### src/rtl/seq_det_pkg.sv
// Shared types for the "110" serial detector and its word scheduler.
package seq_det_pkg;

    typedef enum logic [1:0] {
        S0 = 2'b00,
        S1 = 2'b01,
        S2 = 2'b10,
        S3 = 2'b11
    } dstate_t;

    typedef enum logic {
        IDLE  = 1'b0,
        SHIFT = 1'b1
    } sched_t;

endpackage

### src/rtl/det110_core.sv
// Moore/Mealy "110" detector; advances only on bit_en, holds otherwise.
module det110_core
    import seq_det_pkg::*;
(
    input  logic    clk,
    input  logic    rst,
    input  logic    bit_en,
    input  logic    bit_in,
    output dstate_t dstate,
    output logic    out_mo,
    output logic    out_me
);

    dstate_t state_q, state_d;

    always_ff @(posedge clk or posedge rst) begin
        if (rst) state_q <= S0;
        else     state_q <= state_d;
    end

    always_comb begin
        state_d = state_q;
        if (bit_en) begin
            unique case (state_q)
                S0: state_d = bit_in ? S1 : S0;
                S1: state_d = bit_in ? S2 : S0;
                S2: state_d = bit_in ? S2 : S3;
                S3: state_d = bit_in ? S1 : S0;
            endcase
        end
    end

    assign dstate = state_q;
    assign out_mo = (state_q == S3);
    assign out_me = bit_en & (state_q == S2) & ~bit_in;

endmodule

### src/rtl/seq_detect_sched.sv
// Word-to-bit scheduler feeding det110_core, with match counter and
// sticky threshold interrupt.
module seq_detect_sched
    import seq_det_pkg::*;
#(
    parameter int WORD_W = 8,
    parameter int CNT_W  = 8
) (
    input  logic              clk,
    input  logic              rst,
    input  logic              in_valid,
    output logic              in_ready,
    input  logic [WORD_W-1:0] in_data,
    input  logic [CNT_W-1:0]  thresh,
    input  logic              clr,
    output logic              busy,
    output logic              det_bit,
    output logic              bit_en,
    output logic              det_mo,
    output logic              det_me,
    output logic [CNT_W-1:0]  match_cnt,
    output logic              irq
);

    localparam int IDX_W = $clog2(WORD_W);
    localparam logic [CNT_W-1:0] CNT_MAX = '1;

    sched_t            state_q, state_d;
    logic [WORD_W-1:0] shreg_q, shreg_d;
    logic [IDX_W-1:0]  idx_q, idx_d;
    logic [CNT_W-1:0]  cnt_q, cnt_d;
    logic              irq_q, irq_d;
    logic              last, take;
    dstate_t           dstate;

    assign busy     = (state_q == SHIFT);
    assign last     = busy && (idx_q == '0);
    assign in_ready = ~rst & (~busy | last);
    assign take     = in_valid & in_ready;
    assign bit_en   = busy;
    assign det_bit  = busy & shreg_q[WORD_W-1];

    always_ff @(posedge clk or posedge rst) begin
        if (rst) begin
            state_q <= IDLE;
            shreg_q <= '0;
            idx_q   <= '0;
            cnt_q   <= '0;
            irq_q   <= 1'b0;
        end else begin
            state_q <= state_d;
            shreg_q <= shreg_d;
            idx_q   <= idx_d;
            cnt_q   <= cnt_d;
            irq_q   <= irq_d;
        end
    end

    always_comb begin
        state_d = state_q;
        shreg_d = shreg_q;
        idx_d   = idx_q;
        unique case (state_q)
            IDLE: begin
                if (take) begin
                    shreg_d = in_data;
                    idx_d   = IDX_W'(WORD_W - 1);
                    state_d = SHIFT;
                end
            end
            SHIFT: begin
                shreg_d = shreg_q << 1;
                idx_d   = idx_q - 1'b1;
                // Reload on the last bit keeps the stream gapless
                if (last) begin
                    if (take) begin
                        shreg_d = in_data;
                        idx_d   = IDX_W'(WORD_W - 1);
                    end else begin
                        idx_d   = '0;
                        state_d = IDLE;
                    end
                end
            end
        endcase
    end

    always_comb begin
        cnt_d = cnt_q;
        irq_d = irq_q;
        if (clr) begin
            cnt_d = '0;
            irq_d = 1'b0;
        end else begin
            if (det_me && cnt_q != CNT_MAX)
                cnt_d = cnt_q + 1'b1;
            if (thresh != '0 && cnt_d == thresh)
                irq_d = 1'b1;
        end
    end

    det110_core u_core (
        .clk   (clk),
        .rst   (rst),
        .bit_en(bit_en),
        .bit_in(det_bit),
        .dstate(dstate),
        .out_mo(det_mo),
        .out_me(det_me)
    );

    assign match_cnt = cnt_q;
    assign irq       = irq_q;

endmodule

### config.mk
export PLATFORM = sky130hd
export DESIGN_NAME = seq_detect_sched
export DESIGN_NICKNAME = d
export VERILOG_FILES = /design/src/rtl/seq_det_pkg.sv /design/src/rtl/det110_core.sv /design/src/rtl/seq_detect_sched.sv
export SDC_FILE = /design/constraint.sdc
export NUM_CORES = 1
export LEC_CHECK = 0
export CAP_MARGIN = 20
export CORE_ASPECT_RATIO = 1.75
export CORE_MARGIN = 2
export CORE_UTILIZATION = 50
export DETAILED_ROUTE_END_ITERATION = 10
export MAX_ROUTING_LAYER = met4
export PLACE_DENSITY = 0.77
export SLEW_MARGIN = 15
export SYNTH_ARGS = -nofsm -noshare
export SYNTH_HDL_FRONTEND = slang
export SYNTH_SLANG_ARGS = --single-unit
export TNS_END_PERCENT = 100
### constraint.sdc
create_clock -name clk -period 6.6 [get_ports clk]
set_input_delay 1.32 -clock clk [delete_from_list [all_inputs] [get_ports clk]]
set_output_delay 1.32 -clock clk [all_outputs]
set_load 0.005 [all_outputs]
==> results.md <==
- EDFF count, synth: 0
- Critical path type: input pin to output pin
- Synth Cell Area: 0.00142 mm²
- Via count: 1169
- Worst-Margin Slew: 0.873 ns
- Final setup violation count: 0
- Largest area contributor in the netlist: dfrtp_1
- Pin count of the biggest net entering global routing: 26
- PD cells: 289 mW/mm²
- Psw: 179 µW
- Worst EP arrival: 2.42 ns
- Synth unique cells: 43
- Share of cells above drive strength 1: 5.68%
- CTS tree: built
- Average wire per standard cell: 14.8 µm
- DP Area: 0.00177 mm²
- F_max: 267 MHz
- IO Port Bufs: 34
- Critical Path RT: 5.28 ns
- Final net count: 203
- Horiz. Die Dim: 44.3 µm
- Total Neg Setup Slack: 0 ns
- Post-CTS sizing: 0
- Startpoint Class: input pin
- Final instance area: 0.00181 mm²
- Layout area overhead: 27.4%
- Vias in the first global route: 1194
- Flops & latches, synth: 23
- H-Tree Depth: 1
- Ys async rst share: 100%
- Tmin final: 3.74 ns
- Max-Cap Viols: 0
- Global-route wire length before repair: 5000 µm
- Initial Util: 52.3%
- Clock Pin Slew Worst Setup and Hold Paths: 0.08 ns
- Ranking of synthesized cells by area: dfrtp_1 40%, mux2i_1 7.7%, ha_1 5.3%
- Synth warnings: 0
- Die ar.: 0.00330 mm²
- Area of the multi-input gates: 792 µm²
- Synth top area share: 40.5%
- Clk pwr share: 16.5%
- Detail Route Antenna Nets: 0
- Diode count: 0
- Status: completed
- Hpwl dp: 2370 µm
- CP max FO: 3
- Sequential Power Share: 43.2%
- Hold WC Path Type: flip-flop to flip-flop
- Drt drc: 0
- Switching share of power: 34.1%
- Initial DRC Count: 15
- Worst Clk Skew: 0.00516 ns
- Slew headroom: 41.7%
- Total grt overflow: 0
- Row cnt: 25
- Max IR drop VDD: 188 µV
- TritonCTS Buffers: 3
- Postcts setup bufs: 0
- Util after Layout: 66.6%
- Hold Fails Final Rpt: 0
- Syn Nets: 170
- Register area share after synthesis: 40.5%
- Mapped Avg Cell Area: 9.88 µm²
- Unrepaired setup endpoints after global routing: no
- Fillers: 226
- Commonest cells post-synth: 23 x dfrtp_1, 14 x nand2_1, 11 x mux2i_1, 9 x nor2_1, 9 x o21ai_0
- Worst skew pair latency: 0.26 ns
- PnR Total Power: 524 µW
- CTS Sinks: 23
- Sequential cell area: 576 µm²
- Crit end category: output pin
- Fin. max-slew vios: 0
- Final RePlAce weighted congestion: 0.839
- Crit share post-route: 56.7%
- Clk buf depth: 2
- Gate power share: 40.3%
- Total internal power: 345 µW
- Chip height: 74.6 µm
- Post-synth top flop: dfrtp_1
- Routed wire length: 3010 µm
- DR vias/cell: 5.76
- All-layer global routing usage: 21.0%
- First drt pass iteration count: 4
- CTS Hold Bufs: 0
- Leak: 0.812 nW
- Gate count after technology mapping: 144
- Core area: 0.00272 mm²
- Initial antenna violation count: 0
- Clock root buffer master: clkbuf_8
- Top-count cell post-synth: dfrtp_1
- Total I/O pin count: 35
-- final timing paths --
| kind | startpoint | end | slack, ns | cells past startpoint |
|---|---|---|---|---|
| hold / removal | irq | irq | 0.49 | 2 |
| max in group asynchronous | rst | idx_q[2] | 4.46 | 2 |
| min in group asynchronous | rst | shreg_q[3] | 1.60 | 2 |
| setup / recovery | rst | in_ready | 2.86 | 3 |
| hold reg to reg | irq | irq | 0.49 | 2 |
| setup reg to reg | bit_en | irq | 3.74 | 6 |
-- placed cells by master, fill, tap and decap left out, drive strengths merged, types with 2 or more instances in the layout --
| master | count |
|---|---|
| a211oi | 2 |
| a21o | 2 |
| a21oi | 6 |
| and2 | 2 |
| clkbuf | 4 |
| clkdlybuf4s50 | 34 |
| dfrtp | 23 |
| ha | 6 |
| inv | 7 |
| mux2i | 11 |
| nand2 | 14 |
| nand2b | 3 |
| nand3 | 2 |
| nand4 | 2 |
| nor2 | 9 |
| nor2b | 5 |
| nor3 | 5 |
| o211ai | 2 |
| o21ai | 9 |
| xnor2 | 6 |
| xor2 | 4 |
-- flip-flops by register name, summed over array words and instances, names as in the netlist --
| register | flops |
|---|---|
| match_cnt | 8 |
| shreg_q | 8 |
| idx_q | 3 |
| u_core.dstate | 2 |
| bit_en | 1 |
| irq | 1 |
-- worst max-delay path: stages --
cell and delay, ns:
clkdlybuf4s50_1 0.44, a21oi_1 0.14, clkdlybuf4s50_1 0.53
-- metal layers --
| layer | wire, µm | vias to the layer above | global-route usage, % | share of wire [%] |
|---|---|---|---|---|
| met5 | 0 | - | - | 0 |
| met4 | 22 | 0 | 8.42 | 0.73 |
| met3 | 115 | 2 | 2.67 | 3.8 |
| met2 | 1690 | 43 | 39.5 | 56 |
| met1 | 1190 | 552 | 20.9 | 39 |
| li1 | - | 572 | - | - |
-- through the flow --
step	worst slack (ns)	hold slack [ns]	instances
after floorplan	3.83	0.476	144
after global placement	2.89	0.473	199
after detailed placement	2.85	0.481	199
after CTS	2.84	0.499	203
after global routing	2.80	0.512	203
final	2.86	0.490	203
-- power groups by stage --
stage / registers (mW) / logic [mW] / clock network [mW]
after global placement: 0.226 / 0.199 / 0
after floorplan: 0.205 / 0.160 / 0
after global routing: 0.233 / 0.235 / 0.0948
final: 0.226 / 0.211 / 0.0863
after detailed placement: 0.229 / 0.214 / 0
after CTS: 0.226 / 0.215 / 0.0886
-- cell families (layout without fill, tap and decap cells) --
family	after synthesis	in the layout	synth area share (%)
AND/OR/NAND/NOR	50	50	18.9
AO/OA/AOI/OAI	29	29	14.3
flip-flops	23	23	40.5
buffers and inverters	13	45	3.87
XOR/XNOR	12	12	9.41
multiplexers	11	11	7.74
adder cells (fa/ha/maj)	6	6	5.28
-- final cells by class --
type	count	area share, %
clock buffers	4	2.48
well taps	27	1.86
flip-flops and latches	23	31.7
multi-input cells	108	43.7
inverters	7	1.45
repair buffers	34	18.8
(Power assumes the default switching activity.)
